### config.mk
export PLATFORM = sky130hd
export DESIGN_NAME = sram_trng_extract
export DESIGN_NICKNAME = d
export VERILOG_FILES = /design/src/rtl/sram_trng_extract.sv
export SDC_FILE = /design/constraint.sdc
export NUM_CORES = 1
export LEC_CHECK = 0
export CORE_ASPECT_RATIO = 0.5
export CORE_MARGIN = 3
export CORE_UTILIZATION = 28
export DETAILED_ROUTE_END_ITERATION = 6
export PLACE_DENSITY = 0.48
export REMOVE_ABC_BUFFERS = 1
export SLEW_MARGIN = 0
export SYNTH_ARGS = -nofsm -noshare
export SYNTH_HDL_FRONTEND = slang
export SYNTH_SLANG_ARGS = --single-unit
### constraint.sdc
create_clock -name uprocessor_clk -period 6 [get_ports uprocessor_clk]
set_input_delay 1.2 -clock uprocessor_clk [delete_from_list [all_inputs] [get_ports uprocessor_clk]]
set_output_delay 1.2 -clock uprocessor_clk [all_outputs]
set_load 0.01 [all_outputs]
### src/rtl/sram_trng_extract.sv
// Von Neumann debiaser for raw SRAM power-up bytes read from the capture RAM.
// Packs unbiased bits MSB-first into bytes on a valid/ready stream and tracks raw bias.
module sram_trng_extract #(
  parameter int ADDR_W    = 10,
  parameter int NUM_BYTES = 1
) (
  input  logic              uprocessor_clk,
  input  logic              rst,
  input  logic              start,
  output logic [ADDR_W-1:0] ram_addr,
  input  logic [7:0]        ram_q,
  output logic [7:0]        out_byte,
  output logic              out_valid,
  input  logic              out_ready,
  output logic              busy,
  output logic              done,
  output logic [ADDR_W+3:0] ones_cnt,
  output logic [ADDR_W:0]   out_cnt,
  output logic [2:0]        leftover_bits
);

  localparam logic [ADDR_W-1:0] LAST_ADDR = ADDR_W'(NUM_BYTES - 1);
  localparam logic [ADDR_W-1:0] ADDR_ONE  = {{(ADDR_W-1){1'b0}}, 1'b1};
  localparam logic [ADDR_W:0]   CNT_ONE   = {{ADDR_W{1'b0}}, 1'b1};

  typedef enum logic [2:0] {
    IDLE  = 3'd0,
    WAIT1 = 3'd1,
    WAIT2 = 3'd2,
    PAIR0 = 3'd3,
    PAIR1 = 3'd4,
    PAIR2 = 3'd5,
    PAIR3 = 3'd6,
    DONE  = 3'd7
  } state_t;

  function automatic logic [3:0] popcount8(input logic [7:0] v);
    logic [3:0] n;
    n = 4'd0;
    for (int i = 0; i < 8; i++) begin
      n = n + {3'b000, v[i]};
    end
    return n;
  endfunction

  state_t      state_r;
  logic [7:0]  raw_r;
  logic [6:0]  acc_r;
  logic [2:0]  acc_n_r;

  logic        pair_a_s;
  logic        pair_b_s;
  logic        in_pair_s;
  logic        emit_s;
  logic        full_s;
  logic        free_s;
  logic        stall_s;
  logic        load_s;
  logic [6:0]  acc_next_s;
  logic [2:0]  acc_n_next_s;

  // Select the bit pair examined by the current PAIRk state.
  always_comb begin
    pair_a_s  = 1'b0;
    pair_b_s  = 1'b0;
    in_pair_s = 1'b0;
    case (state_r)
      PAIR0: begin pair_a_s = raw_r[7]; pair_b_s = raw_r[6]; in_pair_s = 1'b1; end
      PAIR1: begin pair_a_s = raw_r[5]; pair_b_s = raw_r[4]; in_pair_s = 1'b1; end
      PAIR2: begin pair_a_s = raw_r[3]; pair_b_s = raw_r[2]; in_pair_s = 1'b1; end
      PAIR3: begin pair_a_s = raw_r[1]; pair_b_s = raw_r[0]; in_pair_s = 1'b1; end
      default: begin
        pair_a_s  = 1'b0;
        pair_b_s  = 1'b0;
        in_pair_s = 1'b0;
      end
    endcase
  end

  // Debias decision, output-register availability and accumulator next state.
  always_comb begin
    emit_s       = in_pair_s && (pair_a_s != pair_b_s);
    full_s       = emit_s && (acc_n_r == 3'd7);
    free_s       = !out_valid || out_ready;
    stall_s      = full_s && !free_s;
    load_s       = full_s && free_s;
    acc_next_s   = acc_r;
    acc_n_next_s = acc_n_r;
    if (load_s) begin
      acc_n_next_s = 3'd0;
    end else if (emit_s && !full_s) begin
      acc_next_s   = {acc_r[5:0], pair_a_s};
      acc_n_next_s = acc_n_r + 3'd1;
    end else begin
      acc_next_s   = acc_r;
      acc_n_next_s = acc_n_r;
    end
  end

  // Run sequencer, packer and output stream register.
  always_ff @(posedge uprocessor_clk) begin
    if (rst) begin
      state_r       <= IDLE;
      raw_r         <= 8'h00;
      acc_r         <= 7'd0;
      acc_n_r       <= 3'd0;
      ram_addr      <= {ADDR_W{1'b0}};
      out_byte      <= 8'h00;
      out_valid     <= 1'b0;
      busy          <= 1'b0;
      done          <= 1'b0;
      ones_cnt      <= {(ADDR_W+4){1'b0}};
      out_cnt       <= {(ADDR_W+1){1'b0}};
      leftover_bits <= 3'd0;
    end else begin
      if (load_s) begin
        out_byte  <= {acc_r, pair_a_s};
        out_valid <= 1'b1;
        out_cnt   <= out_cnt + CNT_ONE;
      end else if (out_valid && out_ready) begin
        out_valid <= 1'b0;
      end

      // A stalled 8th bit is re-evaluated next cycle, so the accumulator must not move.
      if (!stall_s) begin
        acc_r   <= acc_next_s;
        acc_n_r <= acc_n_next_s;
      end

      case (state_r)
        IDLE: begin
          if (start) begin
            state_r       <= WAIT1;
            busy          <= 1'b1;
            ram_addr      <= {ADDR_W{1'b0}};
            ones_cnt      <= {(ADDR_W+4){1'b0}};
            out_cnt       <= {(ADDR_W+1){1'b0}};
            acc_r         <= 7'd0;
            acc_n_r       <= 3'd0;
            leftover_bits <= 3'd0;
          end
        end
        WAIT1: state_r <= WAIT2;
        WAIT2: begin
          raw_r    <= ram_q;
          ones_cnt <= ones_cnt + {{ADDR_W{1'b0}}, popcount8(ram_q)};
          state_r  <= PAIR0;
        end
        PAIR0: if (!stall_s) state_r <= PAIR1;
        PAIR1: if (!stall_s) state_r <= PAIR2;
        PAIR2: if (!stall_s) state_r <= PAIR3;
        PAIR3: begin
          if (!stall_s) begin
            if (ram_addr < LAST_ADDR) begin
              ram_addr <= ram_addr + ADDR_ONE;
              state_r  <= WAIT1;
            end else begin
              leftover_bits <= acc_n_next_s;
              done          <= 1'b1;
              state_r       <= DONE;
            end
          end
        end
        DONE: begin
          done    <= 1'b0;
          busy    <= 1'b0;
          state_r <= IDLE;
        end
        default: begin
          state_r <= IDLE;
          busy    <= 1'b0;
          done    <= 1'b0;
        end
      endcase
    end
  end

endmodule

# After elaboration in Yosys (flattened, before gate mapping)
# Index checks and enable logic that the tools add are counted.
# classes
n_addsub	11
n_lt_le_gt_ge	1
eq_ne	16
mux	40
reduce_logical	23
# op_table
cell	count
3-bit 2-to-1 mux	14
7-bit 2-to-1 mux	5
11-bit 2-to-1 mux	3
10-bit 2-to-1 mux	3
14-bit case mux with 2 select lines	1
3-bit case mux with 8 select lines	1
10-bit case mux with 2 select lines	1
4-bit by 1-bit adder with 4-bit output	4
3-bit == test (second input constant)	5
14-bit by 4-bit adder with 14-bit output	1
14-bit 2-to-1 mux	1
2-bit inequality test (second input constant)	7
11-bit by 1-bit adder with 11-bit output (second input constant)	1
10-bit by 1-bit adder with 10-bit output (second input constant)	1
10-bit by 1-bit less-than comparator with 1-bit output (second input constant)	1
2-bit nonzero test	5
1-bit case mux with 4 select lines	2
4-bit AND reduction	2
3-bit by 2-bit == test with 1-bit output (second input constant)	2
1-bit logical AND	6
1-bit 2-to-1 mux	6
3-bit case mux with 2 select lines	1
5-bit AND reduction	1
3-bit by 1-bit adder with 4-bit output	1
12 further kinds	16
# word_totals
register_bits	70
inputBits	12
out_inout_bits	49
word_cells	103

# Depth between registers and ports, before layout
# Gate-level depths: netlist of the first run.
# depth
word_depth	12
mapped_depth	13
mapped_depth_nobuf	13

# Worst setup path before layout of the first run
# Ideal clock, no wire load.
# synth_timing
path_kind	input port to flip-flop
from	input port ram_q[0]
to	register ones_cnt[10]
setup_ns	0.073
arrival_ns	4.143
required_time_ns	5.927
setup_slack_ns	1.784
stages	12
n_path_buf	0
path_cell_list	fa_1 -> inv_1 -> fa_1 -> fa_1 -> fa_1 -> inv_1 -> fa_1 -> a21o_1 -> a21oi_1 -> nand2b_1 -> or3_1 -> a21oi_1
# synth_via
elab_chain_cells	9
# synth_rtl
item	line	rtl
from (decl)	11	input logic [7:0] ram_q,
1-bit by 1-bit adder with 2-bit output	41	n = n + {3'b000, v[i]};
2-bit by 1-bit adder with 3-bit output	41	
3-bit by 1-bit adder with 4-bit output	41	
4-bit by 1-bit adder with 4-bit output (4 in a row)	41	
14-bit by 4-bit adder with 14-bit output	146	ones_cnt <= ones_cnt + {{ADDR_W{1'b0}}, popcount8(ram_q)};
14-bit case mux with 2 select lines	130	case (state_r)
to (signal assigned)	112	ones_cnt <= {(ADDR_W+4){1'b0}};
to (signal assigned)	136	ones_cnt <= {(ADDR_W+4){1'b0}};
to (signal assigned)	146	
to (decl)	17	output logic [ADDR_W+3:0] ones_cnt,
# No other way between the ends.
# A chain may end at the register's enable or synchronous reset.

# Final worst setup path of the first run
# layout_timing
from	input port ram_q[0]
to	register ones_cnt[5]
# The elaborated chain is that of the path after synthesis.

==> reports/metrics.cfg, run 1 <==
[run_status]
status = complete, no violations

[logic_synthesis]
post_synthesis_cell_count = 337
yosys-mux-area-fraction_pct = 6.01
synth_top_family_by_area = simple AND/OR/NAND/NOR gates
leading_area_contributor_after_synthesis = sky130_fd_sc_hd__dfxtp_1
ys_ff_latch = 60
synth_compound_gate_area_share_pct = 12.4
syn-cell-area_sq_um = 3000
post_synth.cell_area_avg_sq_um = 8.90
seq_area_frac_synth_pct = 40.0
ys_warn_count = 0
synth-xor-area-share_pct = 4.92
synth_simple_gate_area_share_pct = 20.6
netlist_top_cells_area = sky130_fd_sc_hd__dfxtp_1 40%, sky130_fd_sc_hd__mux2i_1 6.0%, sky130_fd_sc_hd__ha_1 5.4%
share_of_yosys_cell_area_claimed_by_the_top_area_cell_type_pct = 40.0
post_synth_fa_ha_maj_area_fraction_pct = 8.76
synth_cell_type_count = 51

[detailed_routing]
routed_wirelength_normalized_by_instance_count_um = 12.7
first_pass_iters = 4
drt_iter0_markers = 132
ant_nets = 0
vias = 2409
wl_um = 6660
drc = 0
vias_per_cell = 4.59

[worst_setup_path]
critPathArrivalTime_ns = 4.85
worst_setup_sp_type = primary input
critPathTopFamily = adder cells
cp_num_buf_inv = 2
critical_path.max_fanout = 6
critPathRequiredTime_ns = 6.18
critical_path_class = in2reg
crit_path_max_incr_delay_ns = 0.61
crit_path_cell_trace = clkdlybuf4s50_1 > fa_1 > inv_1 > fa_1 > fa_1 > fa_1 > nor2b_1 > o21ai_0 > a21boi_0 > o21ai_0 > xnor2_1 > nor2_1
critical-path-top-cell-by-count = sky130_fd_sc_hd__fa_1
critPathCaptureType = register
crit_slowest_cell = sky130_fd_sc_hd__a21boi_0

[floorplan]
initial_cell_density_of_the_core_pct = 29.1
die_width_um = 152
design.core.area_sq_um = 10300
rows = 26
die-area_sq_um = 12100
die-height_um = 79.2
floorplan.io_pins = 61

[place]
place.detailed.hpwl_um = 4930
number_of_cells_after_detailed_placement = 511
place_congestion = 0.784
placement.io_buffers = 50

[timing]
max_clock_freq_mhz = 214
hold_violations = 0
finalSetupViolations = 0
tns_ns = 0
max_slew.worst_pin.slew_ns = 0.772
slew_violations = 0
finalCriticalPeriod_ns = 4.67
final.setup_skew_ns = 0.00843
post-route-period-util_pct = 77.9
timing.max_slew.rel_slack_pct = 48.4
unrepaired_setup_endpoints_after_global_routing = false

[cts]
insertion_delay_ns = 0.32
clkSlewWorstSetupHoldPaths_ns = 0.05
cts_sinks = 60
post_cts_hold_buffer_count = 0
post_cts.resized_instances = 0
htreeDepth = 3
clockBufferDepth = 2
cts.root.buffer_cell = sky130_fd_sc_hd__clkbuf_16
cts_buffers = 9
cts.repair_timing.setup_buffer_count = 0
tritoncts_clock_tree = built

[power_and_ir_drop]
ir_worst_vdd_v = 0.000136
p_leak_nw = 1.48
power_density_nw_per_um2 = 316

[final_layout]
most-common-layout-cells = 60 x sky130_fd_sc_hd__dfxtp_1, 50 x sky130_fd_sc_hd__clkdlybuf4s50_1, 43 x sky130_fd_sc_hd__nor2_1, 31 x sky130_fd_sc_hd__nand2_1, 25 x sky130_fd_sc_hd__a21oi_1
num-fill-cells = 1041
mostFrequentLayoutCell = sky130_fd_sc_hd__dfxtp_1
sequential_cell_area_sq_um = 1200
antenna_cells = 0
post_layout_instance_count_excluding_filler_cells = 525
share_of_post_route_cells_with_drive_strength_above_1_pct = 5.71
combined_area_of_the_multi_input_logic_cells_sq_um = 1620
layout.nets = 412
flow.area_growth_from_synthesis_pct = 28.5

[global_route]
grt_use_total_pct = 11.4
first_global_vias = 2305
grt_pass1_wl_um = 11200
grt_max_degree = 32
antenna_found_initial = 0
global_route.overflow_total = 0

[min_path]
min_path_type = reg2reg

[job]
maxCapViolCount = 0

cells in the mapped netlist, drive strengths merged:
library cell	n
o211ai	6
nand2b	4
nand4	6
o21ai	7
and3	2
a21oi	25
nand3b	1
nor3b	2
and4	1
and2	3
buf	18
nand3	10
mux2i	18
or2	1
nand2	32
ha	13
a22o	2
and4b	1
or4b	1
fa	5
o21bai	1
a21boi	1
nor2	44
a211oi	3
a21o	2
xor2	9
dfxtp	60
nor2b	5
nor3	3
o31ai	1
nor4	1
conb	1
inv	17
xnor2	7
a31oi	3
or4	4
a32o	2
a22oi	2
o2111ai	1
or3	4
clkbuf	8
worst min-delay path: stages (launching register included):
cell	delay, ns
sky130_fd_sc_hd__dfxtp_1	0.31
sky130_fd_sc_hd__inv_1	0.05
sky130_fd_sc_hd__a211oi_1	0.05
power breakdown:
part	switching, mW	internal (mW)
clock	0.167	0.338
combinational	0.173	0.0967
sequential	0.0218	0.423
total	0.362	0.858
area by class of cell:
type	count	area share (%)
Tap cell	140	4.54
Sequential cell	60	31.1
Clock buffer	12	6.65
Inverter	17	1.65
Timing Repair Buffer	51	13.2
Multi-Input combinational cell	243	41.9
Clock inverter	2	0.909
cells by family (layout without fill, tap and decap cells):
kind of cell             Yosys count  count (layout)
AO/OA/AOI/OAI                     56              56
XOR/XNOR                          16              16
adder cells (fa/ha/maj)           18              18
buffers and inverters             43              82
flip-flops                        60              60
multiplexers                      18              18
other                              1              10
AND/OR/NAND/NOR                  125             125
layer usage:
layer  part of all wire, %  wire length, um  GRT usage, %  vias to the layer above
li1                      -                -             -                     1217
met1                    49             3260          14.9                     1129
met2                    45             2970          18.2                       57
met3                   5.5              368          3.65                        6
met4                  0.95               63          3.50                        0
met5                     0                0             0                        -
registers in the layout (all words and copies together), names as in the netlist:
signal / flops
acc_n_r: 3
acc_r: 7
busy: 1
done: 1
leftover_bits: 3
ones_cnt: 14
out_byte: 8
out_cnt: 11
out_valid: 1
raw_r: 8
state_r: 3
per-stage QoR:
step / utilization, % / cell area (sq um) / setup WS [ns] / power, mW / hold slack (ns)
5_1_grt: 37.4 / 3860 / 1.07 / 1.29 / 0.476
3_5_place_dp: 34.6 / 3560 / 1.05 / 0.723 / 0.453
3_3_place_gp: 34.6 / 3560 / 1.14 / 0.715 / 0.446
6_report: 37.4 / 3860 / 1.33 / 1.22 / 0.459
2_1_floorplan: - / 2880 / 1.78 / 0.642 / 0.430
4_1_cts: 37.4 / 3860 / 1.39 / 1.24 / 0.460
worst paths after layout:
check	from	slack, ns	to	depth (start not counted)
min reg2reg	done$_SDFFE_PP0P_	0.46	done$_SDFFE_PP0P_	2
max	ram_q[0]	1.33	ones_cnt[5]$_SDFFE_PP0P_	12
max reg2reg	ones_cnt[0]$_SDFFE_PP0P_	2.83	ones_cnt[5]$_SDFFE_PP0P_	10
min	done$_SDFFE_PP0P_	0.46	done$_SDFFE_PP0P_	2
Note: power is estimated with default switching activity, not from simulation.
==> run 2: changes to the inputs <==
--- a/config.mk
+++ b/config.mk
@@ -9,7 +9,7 @@
 export CORE_MARGIN = 3
 export CORE_UTILIZATION = 28
 export DETAILED_ROUTE_END_ITERATION = 6
-export PLACE_DENSITY = 0.48
+export PLACE_DENSITY = 0.5
 export REMOVE_ABC_BUFFERS = 1
 export SLEW_MARGIN = 0
 export SYNTH_ARGS = -nofsm -noshare
==> constraint.sdc (replaced) <==
create_clock -name uprocessor_clk -period 3.8 [get_ports uprocessor_clk]
set_input_delay 0.76 -clock uprocessor_clk [delete_from_list [all_inputs] [get_ports uprocessor_clk]]
set_output_delay 0.76 -clock uprocessor_clk [all_outputs]
set_load 0.01 [all_outputs]
==> reports/metrics.cfg, run 2 (synthesis gave the netlist of run 1 again) <==
[detailed_routing]
wl_um = 6560  ; -1.4%
drc = 0  ; unchanged
ant_nets = 0  ; unchanged
vias = 2399  ; -0.42%
drt_iter0_markers = 76  ; -42%
first_pass_iters = 5  ; +1
vias_per_cell = 4.46  ; -2.8%
routed_wirelength_normalized_by_instance_count_um = 12.2  ; -3.8%

[worst_setup_path]
critPathRequiredTime_ns = 3.99  ; -2.19 ns
critical_path_class = in2reg
critPathArrivalTime_ns = 3.84  ; -1.01 ns
worst_setup_sp_type = primary input
critPathCaptureType = register
critical_path.max_fanout = 3  ; -3

[floorplan]
initial_cell_density_of_the_core_pct = 29.1  ; unchanged
floorplan.io_pins = 61  ; unchanged
die-height_um = 79.2  ; unchanged
rows = 26  ; unchanged
design.core.area_sq_um = 10300  ; unchanged
die-area_sq_um = 12100  ; unchanged
die_width_um = 152  ; unchanged

[timing]
unrepaired_setup_endpoints_after_global_routing = true
max_clock_freq_mhz = 274
timing.max_slew.rel_slack_pct = 47.5  ; -0.95 points
max_slew.worst_pin.slew_ns = 0.786  ; +0.0143 ns
finalCriticalPeriod_ns = 3.65
finalSetupViolations = 0  ; unchanged
slew_violations = 0  ; unchanged
post-route-period-util_pct = 96.2
final.setup_skew_ns = 0.00437  ; -0.00406 ns
hold_violations = 0  ; unchanged
timing.final.ws_setup_ns = 0.146  ; -1.18 ns
holdWs_ns = 0.453  ; -0.00566 ns

[cts]
cts.root.buffer_cell = sky130_fd_sc_hd__clkbuf_16
cts_buffers = 9  ; unchanged
insertion_delay_ns = 0.33  ; about the same
cts_sinks = 60  ; unchanged
htreeDepth = 3  ; unchanged
tritoncts_clock_tree = built
clockBufferDepth = 2  ; unchanged
post_cts_hold_buffer_count = 0  ; unchanged
clkSlewWorstSetupHoldPaths_ns = 0.05  ; about the same

[power_and_ir_drop]
ir_worst_vdd_v = 0.000155  ; +15%
report.power.total_mw = 1.94  ; +59%
p_leak_nw = 1.55  ; +4.6%
power_density_nw_per_um2 = 489  ; +55%

[place]
placement.io_buffers = 50  ; unchanged
number_of_cells_after_detailed_placement = 523  ; +2.3%
place.detailed.hpwl_um = 4780  ; -3.1%
place_congestion = 0.755  ; -3.6%
dp_worst_setup_slack_ns = -0.649  ; -1.70 ns

[final_layout]
share_of_post_route_cells_with_drive_strength_above_1_pct = 12.1  ; +6.3 points
layout.nets = 424  ; +2.9%
reg_top3 = ones_cnt (14), out_cnt (11)
flow.area_growth_from_synthesis_pct = 32.2
num-fill-cells = 1066  ; +2.4%
largest_reg_flops = 14  ; unchanged
most-common-layout-cells = 60 x sky130_fd_sc_hd__dfxtp_1, 47 x sky130_fd_sc_hd__clkdlybuf4s50_1, 42 x sky130_fd_sc_hd__nor2_1, 31 x sky130_fd_sc_hd__nand2_1, 23 x sky130_fd_sc_hd__a21oi_1
max_flop_register = ones_cnt
utilization_pct = 38.5  ; +1.1 points
post_layout_instance_count_excluding_filler_cells = 538  ; +2.5%
antenna_cells = 0  ; unchanged
mostFrequentLayoutCell = sky130_fd_sc_hd__dfxtp_1

[job]
maxCapViolCount = 0  ; unchanged

[global_route]
first_global_vias = 2441  ; +5.9%
grt_pass1_wl_um = 11700  ; +5.2%
global_route.overflow_total = 0  ; unchanged
grt_use_total_pct = 12.0  ; +0.58 points
antenna_found_initial = 0  ; unchanged
grt_max_degree = 29  ; -9.4%

[run_status]
status = complete, no violations

[min_path]
min_path_type = reg2reg

run 2: path summary, 6_finish.rpt:
| check | from | endpoint | slack [ns] | depth (start not counted) |
|---|---|---|---|---|
| worst min register to register | raw_r[4]$_SDFFE_PP0P_ | raw_r[4]$_SDFFE_PP0P_ | 0.45 | 2 |
| worst min-delay path | raw_r[4]$_SDFFE_PP0P_ | raw_r[4]$_SDFFE_PP0P_ | 0.45 | 2 |
| worst max-delay path | ram_q[3] | ones_cnt[12]$_SDFFE_PP0P_ | 0.15 | 13 |
| worst max register to register | ones_cnt[0]$_SDFFE_PP0P_ | ones_cnt[12]$_SDFFE_PP0P_ | 0.86 | 11 |
run 2: power by group:
group	total (mW)	internal [mW]	leakage, nW	switching [mW]
Combinational	0.460	0.180	0.922	0.280
Clock	0.777	0.507	0.145	0.270
Sequential	0.702	0.667	0.484	0.0350
Total	1.94	1.35	1.55	0.585
run 2: through the flow:
step	instance area, sq um	TNS (ns)
after floorplan	2880	0
after global placement	3650	-5.80
after detailed placement	3650	-6.35
after CTS	3950	0
after global routing	3970	-0.0981
final	3970	0
run 2: layout make-up:
type	count	area [sq um]	share of cell area, %
Timing Repair Buffer	63	589	14.9
Multi-Input combinational cell	243	1650	41.5
Clock inverter	1	5.00	0.126
Sequential cell	60	1200	30.3
Inverter	17	63.8	1.61
Clock buffer	14	284	7.16
Tap cell	140	175	4.42
run 2: worst max-delay path, cell delays in order:
cell,delay (ns)
sky130_fd_sc_hd__buf_6,0.10
sky130_fd_sc_hd__fa_1,0.54
sky130_fd_sc_hd__inv_2,0.04
sky130_fd_sc_hd__fa_1,0.47
sky130_fd_sc_hd__fa_1,0.55
sky130_fd_sc_hd__fa_2,0.22
sky130_fd_sc_hd__inv_2,0.04
sky130_fd_sc_hd__fa_2,0.35
sky130_fd_sc_hd__a21o_1,0.17
sky130_fd_sc_hd__a21oi_2,0.17
sky130_fd_sc_hd__and4b_1,0.22
sky130_fd_sc_hd__xnor2_1,0.15
sky130_fd_sc_hd__nor2_1,0.05
run 2: what timing repair did:
item | CTS | global route
buffers inserted | 0 | 1
endpoints found under the hold margin | 0 | 0
pin swaps | 1 | 14
endpoints found under the setup margin | 11 | 11
gates resized for setup | 6 | 18
run 2: metal layers:
metal / vias up / track usage [%] / routed length [um]
li1: 1248 / - / -
met1: 1098 / 15.2 / 3250
met2: 42 / 19.0 / 2890
met3: 11 / 4.46 / 342
met4: 0 / 4.04 / 83
met5: - / 0 / 0
==> run 3: changes to the inputs <==
--- a/config.mk
+++ b/config.mk
@@ -9,7 +9,6 @@
 export CORE_MARGIN = 3
 export CORE_UTILIZATION = 28
 export DETAILED_ROUTE_END_ITERATION = 6
-export PLACE_DENSITY = 0.5
 export REMOVE_ABC_BUFFERS = 1
 export SLEW_MARGIN = 0
 export SYNTH_ARGS = -nofsm -noshare
==> reports/metrics.cfg, run 3 (synthesis gave the netlist of run 1 again) <==
[detailed_routing]
vias = 2370  ; -1.2%
first_pass_iters = 4  ; -1
ant_nets = 0  ; unchanged
drc = 0  ; unchanged
routed_wirelength_normalized_by_instance_count_um = 11.8  ; -2.9%
wl_um = 6350  ; -3.2%
vias_per_cell = 4.42  ; -0.84%
drt_iter0_markers = 121  ; +59%

[min_path]
worst_hold_path.endpoint = raw_r[4]$_SDFFE_PP0P_
min_path_cells = 2  ; unchanged
worst_hold_startpoint = raw_r[4]$_SDFFE_PP0P_
min_path_type = reg2reg

[place]
dp_worst_setup_slack_ns = -0.679  ; -0.0301 ns
place_congestion = 0.797  ; +5.5%
number_of_cells_after_detailed_placement = 519  ; -0.76%
place.detailed.hpwl_um = 4580  ; -4.0%
placement.io_buffers = 50  ; unchanged

[global_route]
met1_usage_pct = 13.1  ; -2.1 points
grt_max_degree = 32  ; +10%
met2_usage_in_global_routing_pct = 18.5  ; -0.49 points
grt_most_used_layer = met2
grt_use_total_pct = 11.1  ; -0.87 points
global_route.overflow_total = 0  ; unchanged
antenna_found_initial = 0  ; unchanged
grt_pass1_wl_um = 10800  ; -7.8%
first_global_vias = 2310  ; -5.4%
groute.layer.met3.usage_pct = 4.03  ; -0.44 points

[floorplan]
die-height_um = 79.2  ; unchanged
design.core.area_sq_um = 10300  ; unchanged
initial_cell_density_of_the_core_pct = 29.1  ; unchanged
floorplan.io_pins = 61  ; unchanged
die_width_um = 152  ; unchanged
rows = 26  ; unchanged
die-area_sq_um = 12100  ; unchanged

[cts]
cts_buffers = 9  ; unchanged
cts.root.buffer_cell = sky130_fd_sc_hd__clkbuf_16
tritoncts_clock_tree = built
clkSlewWorstSetupHoldPaths_ns = 0.06  ; about the same
clockBufferDepth = 2  ; unchanged
cts_sinks = 60  ; unchanged
insertion_delay_ns = 0.33  ; about the same
htreeDepth = 3  ; unchanged

[power_and_ir_drop]
power_frac_clock_pct = 45.3  ; +5.2 points
intPower_mw = 1.49  ; +9.7%
p_comb_share_pct = 21.3  ; -2.4 points
ir_worst_vdd_v = 0.000244  ; +57%
seq_power_share_pct = 33.4  ; -2.8 points
p_leak_nw = 1.56  ; +0.36%
power_density_nw_per_um2 = 527  ; +7.8%
power_switching_share_pct = 29.3  ; -0.83 points
switching_power_uw = 617  ; +5.4%

[final_layout]
layout.nets = 421  ; -0.71%
antenna_cells = 0  ; unchanged
share_of_post_route_cells_with_drive_strength_above_1_pct = 10.9  ; -1.2 points
flow.area_growth_from_synthesis_pct = 32.9
post_layout_instance_count_excluding_filler_cells = 536  ; -0.37%
num-fill-cells = 1004  ; -5.8%
max_flop_register = ones_cnt
reg_top3 = ones_cnt (14), out_cnt (11)
most-common-layout-cells = 60 x sky130_fd_sc_hd__dfxtp_1, 47 x sky130_fd_sc_hd__clkdlybuf4s50_1, 43 x sky130_fd_sc_hd__nor2_1, 31 x sky130_fd_sc_hd__nand2_1, 24 x sky130_fd_sc_hd__a21oi_1
largest_reg_flops = 14  ; unchanged
sequential_cell_area_sq_um = 1200  ; unchanged
combined_area_of_the_multi_input_logic_cells_sq_um = 1640  ; -0.68%
mostFrequentLayoutCell = sky130_fd_sc_hd__dfxtp_1

[worst_setup_path]
crit_slowest_cell = sky130_fd_sc_hd__fa_1
r2r_start = ones_cnt[0]$_SDFFE_PP0P_
critical-path-top-cell-by-count = sky130_fd_sc_hd__fa_1
crit_path_max_incr_delay_ns = 0.53  ; -0.02 ns
reg2reg_slack_ns = 0.91  ; +0.05 ns
regToRegEndpoint = ones_cnt[6]$_SDFFE_PP0P_
critical_path_class = in2reg
crit_path_cell_trace = clkbuf_2 > fa_1 > inv_1 > fa_1 > fa_1 > fa_2 > inv_2 > fa_2 > a21o_1 > a21oi_2 > nand2b_4 > nor2_1 > xnor2_1 > nor2_1
critPathRequiredTime_ns = 3.99  ; about the same
critPathTopFamily = adder cells
cp_num_buf_inv = 3  ; unchanged
critPathArrivalTime_ns = 3.77  ; -0.07 ns
critical_path.max_fanout = 5  ; +2
worst_setup_sp_type = primary input
critPathCaptureType = register
number_of_cell_instances_on_the_worst_register_to_register_path = 12  ; +1

[timing]
holdWs_ns = 0.458  ; +0.00519 ns
slew_violations = 0  ; unchanged
timing.max_slew.rel_slack_pct = 49.6  ; +2.2 points
hold_violations = 0  ; unchanged
max_slew.worst_pin.slew_ns = 0.754  ; -0.0323 ns
timing.final.ws_setup_ns = 0.214  ; +0.0680 ns
finalCriticalPeriod_ns = 3.59  ; -0.0680 ns
finalSetupViolations = 0  ; unchanged
final.setup_skew_ns = 0.00593  ; +0.00156 ns
post-route-period-util_pct = 94.4  ; -1.8 points
unrepaired_setup_endpoints_after_global_routing = false
max_clock_freq_mhz = 279  ; +1.9%

[job]
maxCapViolCount = 0  ; unchanged

[run_status]
status = complete, no violations

run 3: worst reg2reg max path, delay by kind of cell, from the launching register on:
family,cells,cell delay (ns)
adder cells (fa/ha/maj),4,1.52
AO/OA/AOI/OAI,2,0.37
flip-flops,1,0.34
AND/OR/NAND/NOR,3,0.27
XOR/XNOR,1,0.14
buffers and inverters,2,0.10
run 3: layer usage:
layer | routed length (um) | up-vias
met4 | 98 | 0
met1 | 3080 | 1084
li1 | - | 1244
met3 | 285 | 8
met5 | 0 | -
met2 | 2890 | 34
run 3: timing repair:
action	4_1_cts	5_1_grt
setup endpoints to repair	11	11
gates resized for setup	10	6
hold endpoints to repair	0	0
setup buffers	1	0
pin swaps	11	9
hold buffers	0	0
run 3: worst max path at each step:
stage,from,to,cells past startpoint
3_3_place_gp,ram_q[0],ones_cnt[5]$_SDFFE_PP0P_,12
5_1_grt,ram_q[0],ones_cnt[12]$_SDFFE_PP0P_,13
4_1_cts,ram_q[1],ones_cnt[12]$_SDFFE_PP0P_,13
6_report,ram_q[0],ones_cnt[6]$_SDFFE_PP0P_,14
2_1_floorplan,ram_q[0],ones_cnt[10]$_SDFFE_PP0P_,12
3_5_place_dp,ram_q[0],ones_cnt[6]$_SDFFE_PP0P_,14
run 3: final cells by class:
class	count	share of cell area (%)
multi-input combinational	243	41.1
sequential	60	30.1
timing repair buffer	60	14.1
clock buffer	9	5.65
tap	140	4.39
clock inverter	7	3.11
inverter	17	1.60
run 3: through the flow:
step                setup TNS, ns  util [%]  power [mW]  area (sq um)
floorplan                       0         -        1.01          2880
CTS                             0      38.7        2.13          4000
global placement            -6.53      35.1        1.15          3620
finish                          0      38.7        2.10          3990
global route                    0      38.7        2.22          3990
detailed placement          -6.99      35.1        1.16          3620
run 3: power by group through the flow:
stage          clock network, mW  logic, mW  registers (mW)
2_1_floorplan                  0      0.304           0.709
3_3_place_gp                   0      0.438           0.714
3_5_place_dp                   0      0.441           0.715
4_1_cts                    0.974      0.454           0.701
5_1_grt                     1.00      0.509           0.707
6_report                   0.952      0.448           0.701
